File: config.mk
export PLATFORM = sky130hd
export DESIGN_NAME = ppu_reg_file_flat
export DESIGN_NICKNAME = d
export VERILOG_FILES = /design/src/rtl/ppu_reg_file_if.sv /design/src/rtl/ppu_reg_file.sv /design/src/flat_wrapper.sv
export SDC_FILE = /design/constraint.sdc
export NUM_CORES = 1
export LEC_CHECK = 0
export ABC_AREA = 1
export CAP_MARGIN = 5
export CORE_MARGIN = 2
export CORE_UTILIZATION = 34
export DETAILED_ROUTE_END_ITERATION = 12
export GPL_TIMING_DRIVEN = 0
export HOLD_SLACK_MARGIN = 0.12
export PLACE_DENSITY = 0.64
export SYNTH_ARGS = -nofsm -noshare
export SYNTH_HDL_FRONTEND = slang
export SYNTH_SLANG_ARGS = --single-unit
File: constraint.sdc
create_clock -name clk -period 1.4 [get_ports clk]
set_input_delay 0.21 -clock clk [delete_from_list [all_inputs] [get_ports clk]]
set_output_delay 0.21 -clock clk [all_outputs]
set_load 0.1 [all_outputs]
File: src/rtl/ppu_reg_file_if.sv
// CPU-side register bus between the WRAM decoder and the PPU register file.
interface ppu_reg_file_if;
  logic       ppu_reg_cs;
  logic [2:0] ppu_reg_addr;
  logic       WE;
  logic [7:0] data_in;
  logic [7:0] data_out;
  logic       busy;

  modport master (
    output ppu_reg_cs, ppu_reg_addr, WE, data_in,
    input  data_out, busy
  );

  modport slave (
    input  ppu_reg_cs, ppu_reg_addr, WE, data_in,
    output data_out, busy
  );
endinterface

File: src/rtl/ppu_reg_file.sv
// PPU register file for $2000-$2007: control/mask/status, scroll, OAM and VRAM ports, NMI.
// Optional feature: define PPU_OPEN_BUS_EN to add the open-bus data latch.
module ppu_reg_file #(
  parameter int unsigned VADDR_W = 14,
  parameter int unsigned OAM_W   = 8
) (
  input  logic               clk,
  input  logic               reset,
  ppu_reg_file_if.slave      bus,
  output logic [VADDR_W-1:0] vram_addr,
  input  logic [7:0]         vram_data_in,
  output logic [7:0]         vram_data_out,
  output logic               vram_WE,
  output logic [OAM_W-1:0]   oam_addr,
  input  logic [7:0]         oam_data_in,
  output logic [7:0]         oam_data_out,
  output logic               oam_WE,
  input  logic               vblank_start,
  input  logic               vblank_end,
  input  logic               sprite0_hit,
  input  logic               sprite_ovf,
  output logic [7:0]         ctrl,
  output logic [7:0]         mask,
  output logic [7:0]         scroll_x,
  output logic [7:0]         scroll_y,
  output logic               nmi
);

  localparam int unsigned T_W = 14;

  typedef enum logic [1:0] {IDLE, RD_FETCH, WR_STROBE} state_t;

  state_t             state;
  logic               w;
  logic [T_W-1:0]     t;
  logic [VADDR_W-1:0] v;
  logic [7:0]         buffer;
  logic               vblank_flag;
  logic               vram_we_q;
  logic               oam_we_q;

  logic               acc;
  logic               wr;
  logic               rd;
  logic [VADDR_W-1:0] inc;
  logic               flag_next;
  logic [7:0]         rd_data;

  // Accesses arriving while a PPUDATA transaction is pending are ignored.
  assign acc = bus.ppu_reg_cs && (state == IDLE);
  assign wr  = acc && bus.WE;
  assign rd  = acc && !bus.WE;
  assign inc = ctrl[2] ? VADDR_W'(32) : VADDR_W'(1);

  assign vram_addr = v;
  // Strobes are gated by reset so a pending write never lands during reset.
  assign vram_WE   = vram_we_q & ~reset;
  assign oam_WE    = oam_we_q & ~reset;

  // vblank_end dominates, then vblank_start beats the clear-on-read.
  always_comb begin
    flag_next = vblank_flag;
    if (vblank_end)
      flag_next = 1'b0;
    else if (vblank_start)
      flag_next = 1'b1;
    else if (rd && (bus.ppu_reg_addr == 3'd2))
      flag_next = 1'b0;
  end

`ifdef PPU_OPEN_BUS_EN
  logic [7:0] bus_latch;

  always_comb begin
    rd_data = bus_latch;
    case (bus.ppu_reg_addr)
      3'd2:    rd_data = {vblank_flag, sprite0_hit, sprite_ovf, bus_latch[4:0]};
      3'd4:    rd_data = oam_data_in;
      3'd7:    rd_data = buffer;
      default: rd_data = bus_latch;
    endcase
  end

  always_ff @(posedge clk) begin
    if (reset)
      bus_latch <= 8'h00;
    else if (wr)
      bus_latch <= bus.data_in;
    else if (rd)
      bus_latch <= rd_data;
  end
`else
  always_comb begin
    rd_data = 8'h00;
    case (bus.ppu_reg_addr)
      3'd2:    rd_data = {vblank_flag, sprite0_hit, sprite_ovf, 5'b00000};
      3'd4:    rd_data = oam_data_in;
      3'd7:    rd_data = buffer;
      default: rd_data = 8'h00;
    endcase
  end
`endif

  always_ff @(posedge clk) begin
    if (reset) begin
      state         <= IDLE;
      w             <= 1'b0;
      t             <= '0;
      v             <= '0;
      buffer        <= 8'h00;
      vblank_flag   <= 1'b0;
      vram_we_q     <= 1'b0;
      oam_we_q      <= 1'b0;
      vram_data_out <= 8'h00;
      oam_addr      <= '0;
      oam_data_out  <= 8'h00;
      ctrl          <= 8'h00;
      mask          <= 8'h00;
      scroll_x      <= 8'h00;
      scroll_y      <= 8'h00;
      nmi           <= 1'b0;
      bus.data_out  <= 8'h00;
      bus.busy      <= 1'b0;
    end else begin
      vram_we_q   <= 1'b0;
      vblank_flag <= flag_next;
      nmi         <= vblank_flag & ctrl[7];

      // OAM address advances the cycle after the OAMDATA write strobe.
      if (oam_we_q) begin
        oam_we_q <= 1'b0;
        oam_addr <= oam_addr + OAM_W'(1);
      end

      case (state)
        RD_FETCH: begin
          buffer   <= vram_data_in;
          v        <= v + inc;
          state    <= IDLE;
          bus.busy <= 1'b0;
        end
        WR_STROBE: begin
          v        <= v + inc;
          state    <= IDLE;
          bus.busy <= 1'b0;
        end
        IDLE: begin
          if (wr) begin
            case (bus.ppu_reg_addr)
              3'd0: begin
                ctrl      <= bus.data_in;
                t[11:10]  <= bus.data_in[1:0];
              end
              3'd1: mask <= bus.data_in;
              3'd3: oam_addr <= OAM_W'(bus.data_in);
              3'd4: begin
                oam_we_q     <= 1'b1;
                oam_data_out <= bus.data_in;
              end
              3'd5: begin
                if (w) scroll_y <= bus.data_in;
                else   scroll_x <= bus.data_in;
                w <= ~w;
              end
              3'd6: begin
                if (w) begin
                  t[7:0] <= bus.data_in;
                  v      <= VADDR_W'({t[13:8], bus.data_in});
                end else begin
                  t[13:8] <= bus.data_in[5:0];
                end
                w <= ~w;
              end
              3'd7: begin
                vram_we_q     <= 1'b1;
                vram_data_out <= bus.data_in;
                state         <= WR_STROBE;
                bus.busy      <= 1'b1;
              end
              default: ;
            endcase
          end else if (rd) begin
            bus.data_out <= rd_data;
            if (bus.ppu_reg_addr == 3'd2)
              w <= 1'b0;
            if (bus.ppu_reg_addr == 3'd7) begin
              state    <= RD_FETCH;
              bus.busy <= 1'b1;
            end
          end
        end
        default: begin
          state    <= IDLE;
          bus.busy <= 1'b0;
        end
      endcase
    end
  end

endmodule

File: src/flat_wrapper.sv
// flat-port wrapper written by rule: the top's interface ports become plain ports
module ppu_reg_file_flat 
#(
  parameter int unsigned VADDR_W = 14,
  parameter int unsigned OAM_W   = 8
)
  (clk, reset, vram_addr, vram_data_in, vram_data_out, vram_WE, oam_addr, oam_data_in, oam_data_out, oam_WE, vblank_start, vblank_end, sprite0_hit, sprite_ovf, ctrl, mask, scroll_x, scroll_y, nmi, bus_ppu_reg_cs, bus_ppu_reg_addr, bus_WE, bus_data_in, bus_data_out, bus_busy);
  ppu_reg_file_if bus_i ();
  input  logic clk;
  input  logic reset;
  output logic [VADDR_W-1:0] vram_addr;
  input  logic [7:0] vram_data_in;
  output logic [7:0] vram_data_out;
  output logic vram_WE;
  output logic [OAM_W-1:0] oam_addr;
  input  logic [7:0] oam_data_in;
  output logic [7:0] oam_data_out;
  output logic oam_WE;
  input  logic vblank_start;
  input  logic vblank_end;
  input  logic sprite0_hit;
  input  logic sprite_ovf;
  output logic [7:0] ctrl;
  output logic [7:0] mask;
  output logic [7:0] scroll_x;
  output logic [7:0] scroll_y;
  output logic nmi;
  input wire logic [$bits(bus_i.ppu_reg_cs)-1:0] bus_ppu_reg_cs;
  input wire logic [$bits(bus_i.ppu_reg_addr)-1:0] bus_ppu_reg_addr;
  input wire logic [$bits(bus_i.WE)-1:0] bus_WE;
  input wire logic [$bits(bus_i.data_in)-1:0] bus_data_in;
  output wire logic [$bits(bus_i.data_out)-1:0] bus_data_out;
  output wire logic [$bits(bus_i.busy)-1:0] bus_busy;
  assign bus_i.ppu_reg_cs = bus_ppu_reg_cs;
  assign bus_i.ppu_reg_addr = bus_ppu_reg_addr;
  assign bus_i.WE = bus_WE;
  assign bus_i.data_in = bus_data_in;
  assign bus_data_out = bus_i.data_out;
  assign bus_busy = bus_i.busy;
  ppu_reg_file #(.VADDR_W(VADDR_W), .OAM_W(OAM_W)) u_core (.clk(clk), .reset(reset), .bus(bus_i), .vram_addr(vram_addr), .vram_data_in(vram_data_in), .vram_data_out(vram_data_out), .vram_WE(vram_WE), .oam_addr(oam_addr), .oam_data_in(oam_data_in), .oam_data_out(oam_data_out), .oam_WE(oam_WE), .vblank_start(vblank_start), .vblank_end(vblank_end), .sprite0_hit(sprite0_hit), .sprite_ovf(sprite_ovf), .ctrl(ctrl), .mask(mask), .scroll_x(scroll_x), .scroll_y(scroll_y), .nmi(nmi));
endmodule
# Word-level counts from Yosys, hierarchy flattened
# Cells that the tools add are included.
# op_classes
addsub,2
eq_ne,16
muxes,27
n_bitwise,7
n_reduce_logical,29
# op_table
operator,count
14-bit two-way mux,3
8-bit two-way mux,4
14-bit case mux with 2 select lines,1
8-bit case mux with 3 select lines,1
4-bit AND reduction,6
3-bit AND reduction,6
14-bit adder,1
"3-bit equality test, second input constant",4
1-bit two-way mux,11
"2-bit != test, second input constant",5
2-bit nonzero test,5
"8-bit by 1-bit adder with 8-bit output, second input constant",1
2-bit two-way mux,4
2-bit OR reduction,4
"3-bit by 2-bit equality test with 1-bit output, second input constant",2
6-bit two-way mux,1
1-bit logical AND,4
4-bit two-way mux,1
"2-bit by 1-bit != test with 1-bit output, second input constant",2
1-bit inverter,4
2-bit case mux with 2 select lines,1
1-bit AND,3
"3-bit by 1-bit equality test with 1-bit output, second input constant",1
3-bit zero test,1
5 further kinds,5
# totals
register_bits,100
inputBits,35
output_inout_bits,82
elab_cells,100

# Logic depth before layout (Yosys ltp)
# Gate-level depths: netlist of the first run.
# depth
ltp_word,6
mapped_depth,11
mapped_depth_nobuf,11

# Worst setup path before layout of the first run
# No wires, ideal clock.
# synth_timing
path_kind,flip-flop to flip-flop
startpoint,reg u_core.ctrl[2]
endpoint,"reg u_core.v[8], in the netlist u_core.vram_addr[8]"
setup_ns,0.071
arrival_ns,2.186
t_required_ns,1.329
path_slack_ns,-0.857
path_stages_with_launch,11
path_buffers,0
period_less_slack_ns,2.257
cell_sequence,dfxtp_1 inv_1 ha_1 ha_1 nand2_1 nor2_1 nand2_1 o21ai_0 o21ai_0 nand2_1 a21oi_1
# synth_via
elab_chain_len,3
# synth_rtl
item,line,rtl
from (decl),ppu_reg_file.sv:22,"output logic [7:0] ctrl,"
from (signal assigned),ppu_reg_file.sv:151,ctrl <= bus.data_in;
6-bit two-way mux,ppu_reg_file.sv:53,assign inc = ctrl[2] ? VADDR_W'(32) : VADDR_W'(1);
14-bit adder,"ppu_reg_file.sv:138, ppu_reg_file.sv:143",
14-bit case mux with 2 select lines,ppu_reg_file.sv:135,case (state)
to (signal assigned),ppu_reg_file.sv:138,v <= v + inc;
to (signal assigned),ppu_reg_file.sv:143,v <= v + inc;
to (signal assigned),ppu_reg_file.sv:168,"v <= VADDR_W'({t[13:8], bus.data_in});"
to (decl),ppu_reg_file.sv:36,logic [VADDR_W-1:0] v;
# No other way between the ends.
# A chain may end at the register's enable or synchronous reset.

# Worst setup path after layout of the first run
# layout_timing
startpoint,reg u_core.state[1]
endpoint,reg u_core.oam_addr[6]
# layout_via
elab_chain_len,5
# layout_rtl
item,line,rtl
from (decl),ppu_reg_file.sv:33,state_t state;
from (signal assigned),ppu_reg_file.sv:106,state <= IDLE;
from (signal assigned),ppu_reg_file.sv:139,state <= IDLE;
from (signal assigned),ppu_reg_file.sv:144,state <= IDLE;
2-bit zero test (*),"ppu_reg_file.sv:50, ppu_reg_file.sv:135",
1-bit logical AND,ppu_reg_file.sv:50,assign acc = bus.ppu_reg_cs && (state == IDLE);
1-bit logical AND,ppu_reg_file.sv:51,assign wr = acc && bus.WE;
8-bit two-way mux,ppu_reg_file.sv:148,if (wr) begin
8-bit two-way mux (*),ppu_reg_file.sv:135,
to (signal assigned),ppu_reg_file.sv:132,oam_addr <= oam_addr + OAM_W'(1);
to (signal assigned),ppu_reg_file.sv:155,3'd3: oam_addr <= OAM_W'(bus.data_in);
to (decl),ppu_reg_file.sv:14,"output logic [OAM_W-1:0] oam_addr,"
# Every way passes the cells marked *; elsewhere a longest branch is shown, timed or not.

==> run_results.csv, run 1 <==
group,metric,value,unit
status,status,"finished, violations left",
status,violations,"setup timing",
finish,layout-drive-gt1-share,35.71,%
timing,slew_headroom,53.95,%
power,seqPwrFrac,45.2,%
grt,grt_overflow,0,
drt,wl_per_cell,15.67,microns
finish,utilization,51.31,%
critical_path,path_class,"flop to flop",
floorplan,start_util,34.53,%
drt,viasPerCell,4.987,
power,p_int,4.576,mW
timing,finalHoldViolations,0,
timing,slew_viol_final,0,
power,power,6.461,mW
place,dpl-instance-area,5816,sq um
drt,wl,14540,microns
timing,tns,-14.15,ns
clock_network,ctsRootBufferMaster,"clkbuf_16",
logic_synthesis,syn_area_per_cell,7.283,sq um
timing,rsz0062_at_grt,"true",
timing,final_min_period_over_clock_period,116.5,%
floorplan,core,12470,sq um
finish,area_delta_synth_final,48.60,%
timing,fin_ws,-0.2313,ns
logic_synthesis,async_reset_ff_share,0,%
finish,final_cells,928,
place,dp.final_hpwl,10010,microns
place,dp_slack,-1.029,ns
finish,fill_cells,1223,
critical_path,slowest_stage,"dfxtp_2",
clock_network,clock_path_buffers,2,
grt,grt_first_pass_wirelength,22830,microns
power,net-switching-power,1.886,mW
place,io_buffers,112,
critical_path,path_max_fanout,6,
power,p_per_area,1010,nW/um^2
finish,nNetsFinal,792,
timing,worst_slew_pin_slew,0.6907,ns
worst_hold_path,hp-class,"input port to flop",
critical_path,critPathArrivalTime,1.87,ns
finish,final_design_area_no_fill,6396,sq um
critical_path,cp-start-kind,"flop",
critical_path,crit_family,"simple AND/OR/NAND/NOR gates",
clock_network,clock-sinks,100,
finish,final_common_cell,"nor2_1",
power,clkPwrFrac,41.0,%
critical_path,cp_common_cell,"inv_2",
floorplan,num_io_pins,117,
logic_synthesis,yosysSeqAreaShare,46.51,%
logic_synthesis,ys.flop_type,"dfxtp_1",
drt,drt_iter0_drc,224,
critical_path,worstPathRequired,1.64,ns
floorplan,die_y,116.5,microns
logic_synthesis,ys_ff_latch,100,
timing,finalSetupViolCount,86,
critical_path,crit_chain,"inv_2 > ha_4 > nand2_4 > nor2_4 > inv_2 > nor3_4 > inv_2 > o21ai_1 > o21bai_1 > inv_1",
critical_path,max_stage_delay,0.33,ns
clock_network,cts.clk_slew.worst_paths,0.07,ns
logic_synthesis,synth_area,4304,sq um
power,power_switching_share,29.18,%
clock_network,htreeDepth,3,
clock_network,cts_buffers,9,
clock_network,clock_latency,0.35,ns
finish,mostFrequentLayoutCells,"nor2_1 (102), nand2_1 (83), dfxtp_1 (76)",
drt,post-route-drc-count,0,
logic_synthesis,syn_inst,591,
logic_synthesis,yosysWarnings,0,
drt,via_count,4628,
timing,fmax,0.6130,GHz
critical_path,worstPathBufferInverterCount,4,
floorplan,rows,41,
drt,drtPass1Iterations,5,
power,leakagePower,2.717,nW
place,dp.cells,875,
critical_path,worstSetupEndpointType,"flop",
grt,grt_max_degree,20,
floorplan,die_w,116.5,microns
grt,global_route.usage.total,21.49,%
power,power_frac_comb,13.8,%
timing,worst_clock_skew,0.007275,ns
drt,ant_nets,0,
logic_synthesis,syn-num-nets,632,
timing,period_needed,1.631,ns
grt,antenna_found_initial,0,
clock_network,cts_tree,"built",
floorplan,fp.dieArea,13580,sq um
logic_synthesis,ys_types,34,
finish,diodes,0,
run,cap_violations,0,
logic_synthesis,synth_edf_count,0,
grt,grt_pass1_vias,4482,
place,routabilityCongestion,0.8688,
power,ir_drop,720.2,uV
timing,whs,0.1664,ns
logic make-up after synthesis:
logic type      synth area share, %
fa+ha+maj                     1.744
xor+xnor                      1.424
compound gates                19.91
buf+inv                       6.192
flops                         46.51
simple gates                  24.22
timing repair:
action,in CTS,in global routing
hold buffers,0,0
resized for setup,490,80
gates cloned,5,1
setup buffers,20,13
endpoints found under the setup margin,173,98
pin swaps,14,19
worst reg2reg max path, delay by kind of cell (launching register included):
family,cells,cell delay (ns)
compound gates,2,0.26
fa+ha+maj,1,0.15
buf+inv,4,0.35
flops,1,0.33
simple gates,3,0.44
sequential cells by signal, summed over array words and instances, names as in the netlist:
register / flops
u_core.vram_addr: 14
u_core.buffer: 8
u_core.bus.data_out: 8
u_core.ctrl: 8
u_core.mask: 8
u_core.oam_addr: 8
u_core.oam_data_out: 8
u_core.scroll_x: 8
u_core.scroll_y: 8
u_core.vram_data_out: 8
u_core.t: 6
u_core.state: 2
u_core.bus.busy: 1
u_core.nmi: 1
u_core.oam_we_q: 1
u_core.vblank_flag: 1
u_core.vram_we_q: 1
u_core.w: 1
power groups by stage:
stage / logic, mW / clock network (mW) / registers, mW
after floorplan: 0.253 / 0 / 3.26
after global placement: 0.801 / 0 / 2.99
after detailed placement: 0.808 / 0 / 2.99
after CTS: 0.841 / 2.66 / 2.92
after global routing: 0.944 / 2.80 / 2.93
final: 0.892 / 2.65 / 2.92
worst paths after layout:
check        cells past startpoint                           startpoint  slack, ns                             endpoint
max                             10         u_core.state[1]$_SDFFE_PP0P_      -0.23        u_core.oam_addr[6]$_SDFF_PP0_
min                              2                                reset       0.17    u_core.vram_addr[11]$_SDFFE_PP0P_
max reg2reg                     10         u_core.state[1]$_SDFFE_PP0P_      -0.23        u_core.oam_addr[6]$_SDFF_PP0_
min reg2reg                      2  u_core.bus.data_out[0]$_SDFFE_PP0P_       0.46  u_core.bus.data_out[0]$_SDFFE_PP0P_
cell usage after synthesis, drive strengths merged, types with 3 or more instances:
cell	n	area share (%)
a21oi	52	6.0
ha	6	1.7
or2	3	0.44
clkbuf	12	1.0
nand2	98	8.7
nor2	119	11
o21bai	3	0.52
a31oi	4	0.58
o21ai	90	11
xor2	5	1.0
a32o	5	1.2
nand3	30	3.6
dfxtp	100	47
buf	13	1.7
inv	38	3.3
cell type report:
class / count / area (sq um) / share of cell area, %
repair buffers: 147 / 1086 / 16.98
repair inverters: 2 / 12.51 / 0.1956
plain buffers: 25 / 160.2 / 2.504
well taps: 172 / 215.2 / 3.365
clock inverters: 7 / 93.84 / 1.467
flip-flops and latches: 100 / 2064 / 32.28
inverters: 40 / 168.9 / 2.641
multi-input cells: 426 / 2370 / 37.05
clock buffers: 9 / 225.2 / 3.521
layer usage:
layer	up-vias	global-route usage [%]	share of wire, %
met1	2189	27.76	44
li1	2283	-	-
met4	0	6.667	1.7
met2	137	36.36	49
met3	19	4.203	5.2
met5	-	0	0
No activity file was read; power rests on OpenSTA's default activity.
==> run 2: changes to the inputs <==
--- a/config.mk
+++ b/config.mk
@@ -8,11 +8,11 @@
 export ABC_AREA = 1
 export CAP_MARGIN = 5
 export CORE_MARGIN = 2
-export CORE_UTILIZATION = 34
+export CORE_UTILIZATION = 44
 export DETAILED_ROUTE_END_ITERATION = 12
 export GPL_TIMING_DRIVEN = 0
 export HOLD_SLACK_MARGIN = 0.12
-export PLACE_DENSITY = 0.64
+export PLACE_DENSITY = 0.79
 export SYNTH_ARGS = -nofsm -noshare
 export SYNTH_HDL_FRONTEND = slang
 export SYNTH_SLANG_ARGS = --single-unit
==> constraint.sdc (replaced) <==
create_clock -name clk -period 1.3 [get_ports clk]
set_input_delay 0.195 -clock clk [delete_from_list [all_inputs] [get_ports clk]]
set_output_delay 0.195 -clock clk [all_outputs]
set_load 0.1 [all_outputs]
==> run 2 against run 1 <==
Compared with the run above: the flow still finishes with violations (setup timing); first-iteration DRC count grew 47%; utilization grew 16 points; critical path depth grew 1; non-clock buffer count shrank 3; register-to-register slack lost 0.17 ns; critical endpoint is now u_core.vram_addr[3]$_SDFFE_PP0P_; largest cell class unchanged.
==> run_results.csv, run 2 (synthesis results as in run 1) <==
group,metric,value,unit
drt,drt_iter0_drc,329,
drt,wl_per_cell,16.53,microns
finish,final_common_cell,"nor2_1",
critical_path,worstSetupEndpointType,"flop",
drt,wl,14650,microns
status,violations,"setup timing",
floorplan,fp.dieArea,10590,sq um
place,dp.final_hpwl,9540,microns
critical_path,cp_common_cell,"nand2_4",
drt,met1Wirelength,5826,microns
drt,post-route-drc-count,0,
timing,fin_ws,-0.4053,ns
place,routabilityCongestion,0.9324,
drt,top_layer,"met4",
timing,fmax,0.5864,GHz
floorplan,num_io_pins,117,
critical_path,path_class,"flop to flop",
timing,rsz0062_at_grt,"true",
finish,largest_register_ffs,14,
critical_path,crit_chain,"inv_2 > ha_4 > nand2_4 > nor2_4 > nand2_4 > o21ai_4 > buf_4 > buf_12 > o21ai_2 > o21ai_1 > a21oi_1",
timing,slew_headroom,57.69,%
timing,tns,-24.55,ns
power,leakagePower,2.656,nW
timing,worst_clock_skew,0.01400,ns
power,p_per_area,958.9,nW/um^2
timing,finalHoldViolations,0,
critical_path,crit_family,"compound AO/OA/AOI/OAI gates",
critical_path,worstPathRequired,1.58,ns
grt,grt_max_degree,21,
critical_path,critPathArrivalTime,1.98,ns
timing,final_min_period_over_clock_period,131.2,%
finish,mostFrequentLayoutCells,"nor2_1 (104), buf_4 (94), nand2_1 (88)",
grt,grt_first_pass_wirelength,21820,microns
floorplan,core,9639,sq um
drt,via_count,4853,
power,power_frac_comb,16.4,%
clock_network,ctsRootBufferMaster,"clkbuf_8",
clock_network,clock_latency,0.38,ns
drt,viasPerCell,5.477,
clock_network,htreeDepth,3,
clock_network,cts.clk_slew.worst_paths,0.11,ns
drt,ant_nets,0,
clock_network,clock_path_buffers,2,
clock_network,clock-sinks,100,
place,io_buffers,112,
finish,utilization,66.99,%
drt,dr_wl_met3,1036,microns
clock_network,postCtsHoldBufs,0,
power,clkPwrFrac,32.6,%
grt,grt_overflow,0,
finish,area_delta_synth_final,50.03,%
critical_path,max_stage_delay,0.34,ns
floorplan,die_y,102.9,microns
grt,grt_pass1_vias,4550,
drt,drtPass1Iterations,5,
floorplan,die_w,102.9,microns
power,ir_drop,751.6,uV
clock_network,cts_buffers,9,
critical_path,path_max_fanout,8,
status,status,"finished, violations left",
critical_path,worstPathBufferInverterCount,3,
run,cap_violations,0,
grt,global_route.usage.total,26.42,%
timing,worst_slew_pin_slew,0.6347,ns
place,dp_slack,-1.051,ns
finish,layout-drive-gt1-share,35.06,%
power,power_switching_share,32.39,%
floorplan,start_util,44.65,%
clock_network,cts_tree,"built",
finish,fill_cells,784,
finish,regArea,2079,sq um
finish,diodes,0,
finish,final_cells,886,
place,dp.cells,836,
critical_path,slowest_stage,"dfxtp_2",
finish,multi_input_area,2371,sq um
power,p_int,4.186,mW
timing,finalSetupViolCount,90,
power,seqPwrFrac,51.0,%
finish,nNetsFinal,789,
floorplan,rows,36,
timing,slew_viol_final,0,
worst_hold_path,hp-class,"input port to flop",
timing,period_needed,1.705,ns
critical_path,cp-start-kind,"flop",
power,net-switching-power,2.006,mW
drt,route.met2.wl,7261,microns
grt,antenna_found_initial,0,
-- run 2: power groups by stage --
stage               clock network, mW  registers, mW  logic, mW
finish                           2.02           3.16       1.02
CTS                              2.01           3.15      0.939
floorplan                           0           3.51      0.293
detailed placement                  0           3.22      0.882
global placement                    0           3.22      0.870
global route                     2.15           3.16       1.07
-- run 2: final timing paths --
kind | startpoint | slack (ns) | endpoint | cells past startpoint
worst max-delay path | u_core.state[0]$_SDFFE_PP0P_ | -0.41 | u_core.vram_addr[3]$_SDFFE_PP0P_ | 11
worst min-delay path | reset | 0.09 | u_core.vram_addr[11]$_SDFFE_PP0P_ | 2
worst max register to register | u_core.state[0]$_SDFFE_PP0P_ | -0.41 | u_core.vram_addr[3]$_SDFFE_PP0P_ | 11
worst min register to register | u_core.bus.data_out[1]$_SDFFE_PP0P_ | 0.48 | u_core.bus.data_out[1]$_SDFFE_PP0P_ | 2
-- run 2: per-stage QoR --
step	cell area (sq um)	power, mW	hold WS, ns
after global routing	6457	6.378	0.1219
after floorplan	4567	3.800	0.2718
after global placement	5854	4.088	0.4432
after detailed placement	5854	4.102	0.4480
final	6457	6.192	0.09308
after CTS	6206	6.102	0.1893
-- run 2: timing repair --
item	CTS	global route
resized for setup	555	59
pin swaps	21	17
setup buffers	19	10
setup endpoints to repair	173	103
cloned	5	1
-- run 2: layout make-up --
type | count | area share (%)
plain buffers | 25 | 2.790
clock buffers | 9 | 1.918
clock inverters | 7 | 1.221
inverters | 40 | 2.693
multi-input cells | 427 | 36.72
flip-flops and latches | 100 | 32.20
well taps | 133 | 2.577
repair buffers | 144 | 19.80
repair inverters | 1 | 0.07750
-- run 2: metal layers --
layer  up-vias  track usage [%]
met2       225            44.96
met5         -                0
li1       2281                -
met1      2298            32.77
met4         0            11.23
met3        49            4.949
